<file path="src/rtl/debug_host_master.sv">
// Avalon-MM master that drives a CPU debug slave's register window from single host commands.
// Optional build macro DEBUG_HOST_TIMEOUT_EN bounds each waitrequest stall to TIMEOUT_CYCLES.
module debug_host_master #(
    parameter int         READ_LATENCY   = 1,
    parameter int         POST_WAIT      = 4,
    parameter logic [2:0] RDBK_ADDR      = 3'd3,
    parameter int         TIMEOUT_CYCLES = 1024
) (
    input  logic        clk,
    input  logic        rst_n,
    input  logic        cmd_valid,
    output logic        cmd_ready,
    input  logic [1:0]  cmd_op,
    input  logic [2:0]  cmd_addr,
    input  logic [31:0] cmd_wdata,
    input  logic [31:0] cmd_wdata2,
    input  logic [31:0] cmd_ctrl,
    output logic        rsp_valid,
    output logic [31:0] rsp_data,
    output logic        rsp_error,
    output logic        avm_chipselect,
    output logic        avm_write,
    output logic        avm_read,
    output logic [2:0]  avm_address,
    output logic [31:0] avm_writedata,
    input  logic [31:0] avm_readdata,
    input  logic        avm_waitrequest
);
    typedef enum logic [2:0] {
        IDLE    = 3'd0,
        XFER_WR = 3'd1,
        XFER_RD = 3'd2,
        RD_WAIT = 3'd3,
        GAP     = 3'd4,
        RESP    = 3'd5
    } state_t;

    localparam logic [7:0] GAP_LAST = 8'((POST_WAIT == 0) ? 0 : POST_WAIT - 1);
    localparam logic [2:0] LAT_LAST = 3'(READ_LATENCY);

    state_t      state_r;
    logic [1:0]  op_r;
    logic [1:0]  step_r;
    logic [31:0] mem_data_r;
    logic [31:0] ctrl_r;
    logic [7:0]  gap_cnt_r;
    logic [2:0]  lat_cnt_r;

`ifdef DEBUG_HOST_TIMEOUT_EN
    localparam logic [31:0] TO_LAST = 32'(TIMEOUT_CYCLES - 1);
    logic [31:0] to_cnt_r;
`else
    logic unused_timeout_s;
    assign unused_timeout_s = (TIMEOUT_CYCLES > 0);
`endif

    // Command sequencer: state, captured command and all registered outputs.
    always_ff @(posedge clk or negedge rst_n) begin
        if (!rst_n) begin
            state_r        <= IDLE;
            op_r           <= 2'b00;
            step_r         <= 2'd0;
            mem_data_r     <= 32'd0;
            ctrl_r         <= 32'd0;
            gap_cnt_r      <= 8'd0;
            lat_cnt_r      <= 3'd0;
            cmd_ready      <= 1'b1;
            rsp_valid      <= 1'b0;
            rsp_data       <= 32'd0;
            rsp_error      <= 1'b0;
            avm_chipselect <= 1'b0;
            avm_write      <= 1'b0;
            avm_read       <= 1'b0;
            avm_address    <= 3'd0;
            avm_writedata  <= 32'd0;
`ifdef DEBUG_HOST_TIMEOUT_EN
            to_cnt_r       <= 32'd0;
`endif
        end else begin
            rsp_valid <= 1'b0;
            case (state_r)
                IDLE: begin
                    if (cmd_valid && cmd_ready) begin
                        op_r       <= cmd_op;
                        step_r     <= 2'd0;
                        mem_data_r <= cmd_wdata2;
                        ctrl_r     <= cmd_ctrl;
                        cmd_ready  <= 1'b0;
`ifdef DEBUG_HOST_TIMEOUT_EN
                        to_cnt_r   <= 32'd0;
`endif
                        case (cmd_op)
                            2'b00, 2'b10: begin
                                state_r        <= XFER_WR;
                                avm_chipselect <= 1'b1;
                                avm_write      <= 1'b1;
                                avm_address    <= (cmd_op == 2'b10) ? 3'd1 : cmd_addr;
                                avm_writedata  <= cmd_wdata;
                            end
                            2'b01: begin
                                state_r        <= XFER_RD;
                                avm_chipselect <= 1'b1;
                                avm_read       <= 1'b1;
                                avm_address    <= cmd_addr;
                            end
                            default: begin
                                state_r   <= RESP;
                                rsp_valid <= 1'b1;
                                rsp_data  <= 32'd0;
                                rsp_error <= 1'b1;
                            end
                        endcase
                    end
                end
                XFER_WR, XFER_RD: begin
                    if (!avm_waitrequest) begin
`ifdef DEBUG_HOST_TIMEOUT_EN
                        to_cnt_r <= 32'd0;
`endif
                        if (state_r == XFER_WR && op_r == 2'b10 && step_r == 2'd0) begin
                            step_r        <= 2'd1;
                            avm_address   <= 3'd2;
                            avm_writedata <= mem_data_r;
                        end else if (state_r == XFER_WR && op_r == 2'b10 && step_r == 2'd1) begin
                            step_r        <= 2'd2;
                            avm_address   <= 3'd0;
                            avm_writedata <= ctrl_r;
                        end else if (state_r == XFER_WR && op_r == 2'b10) begin
                            avm_write     <= 1'b0;
                            avm_writedata <= 32'd0;
                            if (POST_WAIT == 0) begin
                                state_r     <= XFER_RD;
                                avm_read    <= 1'b1;
                                avm_address <= RDBK_ADDR;
                            end else begin
                                state_r        <= GAP;
                                gap_cnt_r      <= 8'd0;
                                avm_chipselect <= 1'b0;
                                avm_address    <= 3'd0;
                            end
                        end else begin
                            avm_chipselect <= 1'b0;
                            avm_write      <= 1'b0;
                            avm_read       <= 1'b0;
                            avm_address    <= 3'd0;
                            avm_writedata  <= 32'd0;
                            if (state_r == XFER_WR) begin
                                state_r   <= RESP;
                                rsp_valid <= 1'b1;
                                rsp_data  <= 32'd0;
                                rsp_error <= 1'b0;
                            end else if (READ_LATENCY == 0) begin
                                state_r   <= RESP;
                                rsp_valid <= 1'b1;
                                rsp_data  <= avm_readdata;
                                rsp_error <= 1'b0;
                            end else begin
                                state_r   <= RD_WAIT;
                                lat_cnt_r <= 3'd1;
                            end
                        end
                    end else begin
`ifdef DEBUG_HOST_TIMEOUT_EN
                        // A stuck slave releases the bus and abandons the rest of the command.
                        if (to_cnt_r == TO_LAST) begin
                            state_r        <= RESP;
                            rsp_valid      <= 1'b1;
                            rsp_data       <= 32'd0;
                            rsp_error      <= 1'b1;
                            avm_chipselect <= 1'b0;
                            avm_write      <= 1'b0;
                            avm_read       <= 1'b0;
                            avm_address    <= 3'd0;
                            avm_writedata  <= 32'd0;
                            to_cnt_r       <= 32'd0;
                        end else begin
                            to_cnt_r <= to_cnt_r + 32'd1;
                        end
`endif
                    end
                end
                RD_WAIT: begin
                    if (lat_cnt_r == LAT_LAST) begin
                        state_r   <= RESP;
                        rsp_valid <= 1'b1;
                        rsp_data  <= avm_readdata;
                        rsp_error <= 1'b0;
                    end else begin
                        lat_cnt_r <= lat_cnt_r + 3'd1;
                    end
                end
                GAP: begin
                    if (gap_cnt_r == GAP_LAST) begin
                        state_r        <= XFER_RD;
                        avm_chipselect <= 1'b1;
                        avm_read       <= 1'b1;
                        avm_address    <= RDBK_ADDR;
                    end else begin
                        gap_cnt_r <= gap_cnt_r + 8'd1;
                    end
                end
                RESP: begin
                    state_r   <= IDLE;
                    cmd_ready <= 1'b1;
                    rsp_data  <= 32'd0;
                    rsp_error <= 1'b0;
                end
                default: begin
                    state_r        <= IDLE;
                    cmd_ready      <= 1'b1;
                    avm_chipselect <= 1'b0;
                    avm_write      <= 1'b0;
                    avm_read       <= 1'b0;
                end
            endcase
        end
    end
endmodule

</file>
<file path="config.mk">
export PLATFORM = sky130hd
export DESIGN_NAME = debug_host_master
export DESIGN_NICKNAME = d
export VERILOG_FILES = /design/src/rtl/debug_host_master.sv
export SDC_FILE = /design/constraint.sdc
export NUM_CORES = 1
export LEC_CHECK = 0
export CAP_MARGIN = 25
export CORE_ASPECT_RATIO = 1.75
export CORE_MARGIN = 4
export CORE_UTILIZATION = 30
export DETAILED_ROUTE_END_ITERATION = 10
export DONT_BUFFER_PORTS = 1
export GPL_TIMING_DRIVEN = 0
export HOLD_SLACK_MARGIN = 0.06
export PLACE_DENSITY_LB_ADDON = 0.2
export SLEW_MARGIN = 40
export SYNTH_ARGS = -nofsm -noshare
export SYNTH_HDL_FRONTEND = slang
export SYNTH_SLANG_ARGS = --single-unit
</file>
<file path="constraint.sdc">
create_clock -name clk -period 1.9 [get_ports clk]
set_clock_uncertainty 0.1 [all_clocks]
set_input_delay 0.38 -clock clk [delete_from_list [all_inputs] [get_ports clk]]
set_output_delay 0.38 -clock clk [all_outputs]
set_load 0.02 [all_outputs]
</file>
== Word level (Yosys, flattened, before mapping) ==
Cells that the tools add are included.

* Add/sub/neg operators: 2
* Equality and inequality tests: 29
* Multiplexer cells: 87
* Bitwise gates (word level): 3
* Reductions and logical operators: 30

{| class="wikitable"
|+ Operator list
! operator !! number
|-
| 32-bit two-way mux || 13
|-
| 32-bit one-hot mux with 4 select lines || 1
|-
| 32-bit one-hot mux with 2 select lines || 1
|-
| 3-bit two-way mux || 18
|-
| 8-bit two-way mux || 5
|-
| 1-bit two-way mux || 31
|-
| 2-bit != test, second input constant || 14
|-
| 3-bit one-hot mux with 2 select lines || 3
|-
| 6-bit AND reduction || 3
|-
| 8-bit one-hot mux with 2 select lines || 1
|-
| 7-bit AND reduction || 2
|-
| 1-bit one-hot mux with 4 select lines || 3
|-
| 3-bit one-hot mux with 4 select lines || 1
|-
| 2-bit two-way mux || 5
|-
| 3-bit one-hot mux with 3 select lines || 1
|-
| 9-bit AND reduction || 1
|-
| 8-bit by 1-bit adder with 8-bit output, second input constant || 1
|-
| 8-bit by 2-bit == test with 1-bit output, second input constant || 1
|-
| 4-bit AND reduction || 2
|-
| 8-bit AND reduction || 1
|-
| 3-bit by 1-bit == test with 1-bit output, second input constant || 2
|-
| 3-bit by 2-bit == test with 1-bit output, second input constant || 2
|-
| 3-bit == test, second input constant || 2
|-
| 1-bit one-hot mux with 3 select lines || 2
|-
| 20 further kinds || 35
|}

* Flip-flop bits (word level): 155
* Bits of input ports: 137
* Output and inout port bits: 73
* Logic and storage cells: 167

== Logic depth before layout (Yosys ltp) ==
Gate-level depths: netlist of the first run.

* Word-level depth: 7
* Depth in mapped cells: 9
* Depth with buffers taken out: 7

== Worst setup path before layout of the first run ==
OpenSTA, ideal clock, no wires.

* Kind: register to register
* Start: reg state_r[1]
* End: reg gap_cnt_r[0]
* Setup time: 0.125 ns
* Arrival: 1.697 ns
* Required time: 1.675 ns
* Path slack: -0.022 ns
* Stages on the path, launching flop included: 7
* Path buffers: 2
* Period minus slack after synthesis: 1.922 ns
* Path through: dfrtp_1 -> buf_6 -> or3b_1 -> buf_6 -> a31oi_4 -> o221ai_2 -> mux2_4

* Longest elaborated chain between the ends: 5
* Elaborated cells on any way between the ends: 15
* Classes of those cells: 8 x eq/ne; 1 x mux; 6 x reduce/logical

{| class="wikitable"
|+ RTL lines
! what !! RTL line !! text
|-
| start: declaration || 41 || <nowiki>state_t state_r;</nowiki>
|-
| start signal: assignment || 60 || <nowiki>state_r <= IDLE;</nowiki>
|-
| start signal: assignment || 94 || <nowiki>state_r <= XFER_WR;</nowiki>
|-
| start signal: assignment || 101 || <nowiki>state_r <= XFER_RD;</nowiki>
|-
| 3-bit by 1-bit == test with 1-bit output || -- ||
|-
| 1-bit logical AND || 120, 124, 128 ||
|-
| 1-bit logical AND, on equally long branches || 124, 120 ||
|-
| 2-bit != test (no line) || -- ||
|-
| 6-bit AND reduction (no line) || -- ||
|-
| end signal: assignment || 199 || <nowiki>gap_cnt_r <= gap_cnt_r + 8'd1;</nowiki>
|-
| end: declaration || 46 || <nowiki>logic [7:0] gap_cnt_r;</nowiki>
|}

Several ways; a longest one is shown, not always the timed one.
A chain may end at the register's enable or synchronous reset.

== Final worst setup path of the first run ==
* Start: reg state_r[0]
* End: reg mem_data_r[13]

* Longest elaborated chain between the ends: 2

{| class="wikitable"
|+ RTL lines
! what !! RTL line !! text
|-
| 3-bit zero test || 81 || <nowiki>case (state_r)</nowiki>
|-
| 2-bit AND reduction (no line) || -- ||
|-
| end signal: assignment || 86 || <nowiki>mem_data_r <= cmd_wdata2;</nowiki>
|-
| end: declaration || 44 || <nowiki>logic [31:0] mem_data_r;</nowiki>
|}

Every way passes these cells.

==> reports/qor.yml, run 1 <==
dp_hpwl_mm: 15.3
h-tree-depth: 4
arrival_ns: 2.28
grt_usage_pct: 16.7
grt_pass1_wl_mm: 35.0
vias: 5997
synth_compound_area_share_pct: 12.6
drtIter0Drc: 163
synth_ff_type: "dfrtp_1"
slew_viol_final: 0
cts_hold_buf: 132
viasPerCell: 5.02
syn_area_um2: 7240
routed_wl_mm: 23.8
insertion_delay_ns: 0.44
die_y_um: 214
placed_cells: 977
core-area_um2: 23900
yosysUniqueCellTypes: 62
synth_top_area_share_pct: 53.2
synth_edf_count: 0
cp-end-kind: "flop"
irDropWorstVdd_uv: 872
ys_seq_elements: 155
crit_path_max_fanout: 6
hold_slack_ns: -0.466
avgRoutedWirePerCell_um: 19.9
utilization_pct: 45.5
ys_seq_area_share_pct: 53.6
violations: "hold timing, setup timing"
outcome: "finished with violations"
grt_overflow: 0
placed_area_um2: 7650
cts_tree: "done"
clock-root-buffer: "clkbuf_16"
async_reset_ff_share_pct: 100
min_path_type: "primary input to async pin"
slew_headroom_pct: 72.9
dieArea_um2: 26800
maxCapViolCount: 0
fin_crit_ns: 2.06
rows: 75
power-per-cell-area_nw_per_um2: 1750
ys_warn_count: 0
synthesis.instances: 669
synth_xor_area_share_pct: 0.121
rsz0062_at_grt: "true"
met1_length_mm: 8.56
fin_nets: 1015
max_freq_mhz: 485
grt_antenna_before_repair: 0
dp_worst_setup_slack_ns: -0.420
start_util_pct: 30.3
criticalPathCategory: "flop to flop"
diodes: 0
fin_area_um2: 10900
yosys-top-cells-area: "dfrtp_1 53%, mux2_2 10%, mux2i_1 4.8%"
worst_slack_ns: -0.163
die_w_um: 125
numPortBuffers: 0
worst_slew_pin_slew_ns: 0.406
rr_startpoint: "state_r[0]"
fin_crit_sh_pct: 109
synth.avg_cell_area_um2: 10.8
drtAntennaViolNets: 0
rr_worst_depth: 8
ioPinCount: 210
p_leak_uw: 0.00457
cts_buffers: 17
stdcell_count: 1195
routed-wl-met2_mm: 13.2
wl_met3_mm: 1.44
r2r-end: "mem_data_r[13]"
finalHoldViolations: 155
drcViolationCount: 0
synthSimpleGateAreaFrac_pct: 12.1
setup_viol: 99
gpl.final_weighted_congestion: 0.865
clkTransAtPathRegs_ns: 0.06
syn_nets: 809
syn_to_final_growth_pct: 50.2
top_layer: "met4"
worstPathRequired_ns: 2.12
clkSinkCount: 155
drive_above_1_share_pct: 34.2
grt_start_max_net_pins: 156
grt_pass1_vias: 6495
synth_fa_ha_area_share_pct: 0.518
synth_area_leader_cell: "dfrtp_1"
synth_top_family_by_area: "multiplexers"
synth.area.mux_share_pct: 15.6
setup_tns_ns: -10.40
clock_path_buffers: 2
start_kind: "flop"
first_pass_iters: 4
rrSetupSlack_ns: -0.16
Yosys cell counts, types with 10 or more instances:
master	number
nand2_1	47
o21ai_2	10
nand3_2	10
o21ai_0	48
nand3_1	34
nor2_1	52
o21ai_1	21
buf_2	18
dfrtp_1	154
mux2i_1	35
a21oi_1	42
mux2_2	67
clkbuf_1	13
inv_1	37
power breakdown:
part           total, µW  switching, µW  leakage [µW]  internal [µW]
Combinational       9010           4430       0.00233           4570
Clock               3340           1340      0.000281           2000
Sequential          6690           1870       0.00196           4820
Total              19000           7640       0.00457          11400
through the flow:
step                      total power [µW]  hold WS (ns)
after CTS                            17600        -0.484
final                                19000        -0.466
after global routing                 20200        -0.494
after floorplan                      10900       -0.0156
after global placement               12300      -0.00407
after detailed placement             12500      -0.00167
critical path, cell delays in order (launching register included):
cell,delay [ns]
dfrtp_1,0.42
buf_6,0.15
buf_6,0.12
buf_6,0.11
nor3_4,0.20
nand3_4,0.19
buf_12,0.21
clkbuf_16,0.16
mux2_2,0.27
flip-flops by register name, indices dropped and copies added (netlist names):
name	count
state_r	3
rsp_error	1
mem_data_r	32
avm_read	1
cmd_ready	1
avm_chipselect	1
rsp_valid	1
step_r	2
avm_write	1
avm_address	3
op_r	2
ctrl_r	32
rsp_data	32
lat_cnt_r	3
avm_writedata	32
gap_cnt_r	8
repair_timing:
| action | 4_1_cts | 5_1_grt |
|---|---|---|
| setup endpoints to repair | 153 | 150 |
| hold endpoints to repair | 288 | 155 |
| gates resized for setup | 102 | 146 |
| setup buffers | 29 | 21 |
| gates cloned | 3 | 8 |
| pin swaps | 21 | 41 |
worst max-delay path by stage:
stage | startpoint | endpoint | slack, ns | cells after the start
final | state_r[0] | mem_data_r[13] | -0.16 | 8
after global routing | cmd_ready | rsp_data[11] | -0.23 | 7
after CTS | cmd_ready | rsp_error | -0.11 | 5
after detailed placement | state_r[1] | avm_address[0] | -0.42 | 6
after global placement | state_r[1] | avm_writedata[23] | -0.56 | 6
after floorplan | state_r[1] | gap_cnt_r[0] | -0.005 | 6
routing by layer:
layer / GRT usage (%) / vias to the layer above
met1: 17.3 / 3001
met3: 4.91 / 44
li1: - / 2742
met4: 6.44 / 0
met5: 0 / -
met2: 31.6 / 210
cell families after synthesis:
| logic type | count (synthesis) |
|---|---|
| xor gates and xnor gates | 1 |
| and+or+nand+nor | 175 |
| buffers and inverters | 81 |
| adders and majority gates | 3 |
| DFF | 155 |
| muxes | 104 |
| AOI/OAI and AO/OA | 150 |
area by class of cell:
| type | count | area [µm²] |
|---|---|---|
| buffer | 40 | 449 |
| clock buffer | 25 | 515 |
| clock inverter | 6 | 60.1 |
| fill | 2185 | 13100 |
| inverter | 37 | 139 |
| multi-input combinational | 435 | 3480 |
| sequential | 155 | 3880 |
| tap | 308 | 385 |
| timing repair buffer | 189 | 1970 |
cell usage in the layout (no fill, tap or decap), types with 3 or more instances in the layout:
master / Yosys / layout
dfrtp_1: 154 / 154
dlygate4sd3_1: 0 / 132
mux2_2: 67 / 66
o21ai_1: 21 / 50
nand2_1: 47 / 45
buf_4: 3 / 39
nor2_1: 52 / 38
inv_1: 37 / 37
mux2i_1: 35 / 35
nand3_1: 34 / 29
a21oi_2: 1 / 26
clkbuf_16: 0 / 24
buf_6: 7 / 23
o21ai_2: 10 / 17
nand3_2: 10 / 13
a21oi_1: 42 / 12
o21ai_0: 48 / 11
buf_12: 0 / 9
nor2_2: 0 / 9
buf_2: 18 / 7
buf_8: 0 / 7
nand2b_1: 9 / 7
clkbuf_8: 0 / 6
nor2_4: 0 / 5
a21oi_4: 0 / 5
clkbuf_2: 0 / 3
o31ai_1: 3 / 3
mux2_4: 1 / 3
clkbuf_1: 13 / 3
ha_1: 3 / 3
clkinv_2: 0 / 3
Note: power is estimated with default switching activity, not from simulation.
==> run 2, diff against run 1 <==
--- a/config.mk
+++ b/config.mk
@@ -12,7 +12,6 @@
 export DETAILED_ROUTE_END_ITERATION = 10
 export DONT_BUFFER_PORTS = 1
 export GPL_TIMING_DRIVEN = 0
-export HOLD_SLACK_MARGIN = 0.06
 export PLACE_DENSITY_LB_ADDON = 0.2
 export SLEW_MARGIN = 40
 export SYNTH_ARGS = -nofsm -noshare
==> run 2 against run 1 <==
  * Register-to-register slack barely moved
  * Setup slack improved by 0.0030 ns
  * The run still ends with hold timing, setup timing left
  * Critical path depth did not move
  * Via count fell by 2.3%
  * Wire length fell by 0.93%
==> reports/qor.yml, run 2 (synthesized netlist as in run 1, its figures left out) <==
grt_antenna_before_repair: 0
routed_wl_mm: 23.6
first_pass_iters: 4
viasPerCell: 5.01
numPortBuffers: 0
diodes: 0
grt_pass1_vias: 6337
irDropWorstVdd_uv: 817
power_uw: 19100
outcome: "finished with violations"
worstPathRequired_ns: 2.12
drcViolationCount: 0
crit_path_max_fanout: 6
rr_worst_depth: 8
grt_start_max_net_pins: 156
worst_slack_ns: -0.160
hold_slack_ns: -0.464
cts_buffers: 17
layout.cells.most_common: "dfrtp_1"
rsz0062_at_grt: "true"
start_kind: "flop"
criticalPathCategory: "flop to flop"
critPathLaunch: "state_r[0]"
insertion_delay_ns: 0.44
r2r-end: "mem_data_r[11]"
maxCapViolCount: 0
layout_common_cells: "154 x dfrtp_1, 104 x dlygate4sd3_1, 66 x mux2_2, 51 x o21ai_1, 44 x nor2_1"
dp_hpwl_mm: 15.3
vias: 5857
fin_crit_sh_pct: 108
clock-root-buffer: "clkbuf_16"
violations: "hold timing, setup timing"
p_leak_uw: 0.00448
h-tree-depth: 4
drive_above_1_share_pct: 36.0
die_w_um: 125
fin_nets: 988
dp_worst_setup_slack_ns: -0.420
start_util_pct: 30.3
setup_viol: 86
cts_tree: "done"
finalHoldViolations: 155
core-area_um2: 23900
grt_usage_pct: 16.5
max_freq_mhz: 486
clkSinkCount: 155
slew_headroom_pct: 73.4
drtIter0Drc: 208
syn_to_final_growth_pct: 47.2
die_y_um: 214
utilization_pct: 44.5
drtAntennaViolNets: 0
rrSetupSlack_ns: -0.16
ioPinCount: 210
cp-end-kind: "flop"
slew_viol_final: 0
arrival_ns: 2.28
rows: 75
dieArea_um2: 26800
gpl.final_weighted_congestion: 0.865
min_path_type: "primary input to async pin"
crit_end: "mem_data_r[11]"
grt_pass1_wl_mm: 34.5
avgRoutedWirePerCell_um: 20.2
rr_startpoint: "state_r[0]"
worst_slew_pin_slew_ns: 0.398
power-per-cell-area_nw_per_um2: 1790
clkTransAtPathRegs_ns: 0.06
fin_crit_ns: 2.06
grt_overflow: 0
clock_path_buffers: 2
## run 2: worst min-delay path by stage
stage	from	endpoint	slack (ns)	depth (start not counted)
after floorplan	rst_n	avm_address[0]	-0.02	0
after global placement	rst_n	avm_address[2]	-0.004	0
after detailed placement	rst_n	avm_address[0]	-0.002	0
after CTS	rst_n	mem_data_r[5]	-0.48	0
after global routing	rst_n	mem_data_r[5]	-0.49	0
final	rst_n	ctrl_r[1]	-0.46	0
## run 2: layout make-up
class | instances | area [µm²]
Multi-Input combinational cell | 436 | 3510
Fill cell | 2218 | 13300
Timing Repair Buffer | 160 | 1720
Clock inverter | 6 | 60.1
Sequential cell | 155 | 3880
Buffer | 41 | 453
Inverter | 37 | 139
Clock buffer | 25 | 515
Tap cell | 308 | 385
## run 2: routing by layer
metal / track usage [%] / vias up / share of wire (%)
li1: - / 2691 / -
met1: 17.4 / 2946 / 36
met2: 30.7 / 187 / 56
met3: 5.06 / 33 / 6.1
met4: 6.06 / 0 / 1.9
met5: 0 / - / 0
## run 2: repair_timing
item | CTS | global route
cloned | 3 | 13
pin swaps | 21 | 28
endpoints found under the hold margin | 258 | 157
setup endpoints to repair | 153 | 150
buffers inserted | 29 | 15
resized for setup | 102 | 164
hold buffers | 102 | 2
## run 2: power breakdown
part / switching [µW] / internal (µW) / total [µW] / leakage, µW
Sequential: 1880 / 4820 / 6700 / 0.00196
Clock: 1350 / 2000 / 3350 / 0.000281
Combinational: 4440 / 4610 / 9050 / 0.00224
## run 2: through the flow
step,cells,setup TNS [ns],instance area (µm²)
after floorplan,669,-0.00473,7260
after global placement,977,-29.94,7640
after detailed placement,977,-27.16,7650
after CTS,1139,-5.37,9820
after global routing,1168,-17.06,10700
final,1168,-8.77,10700
## run 2: worst max-delay path: stages (launching register included)
cell and delay, ns:
dfrtp_1 0.42, buf_6 0.15, buf_6 0.12, buf_6 0.11, nor3_4 0.21, nand3_4 0.18
buf_12 0.21, clkbuf_16 0.16, mux2_4 0.29
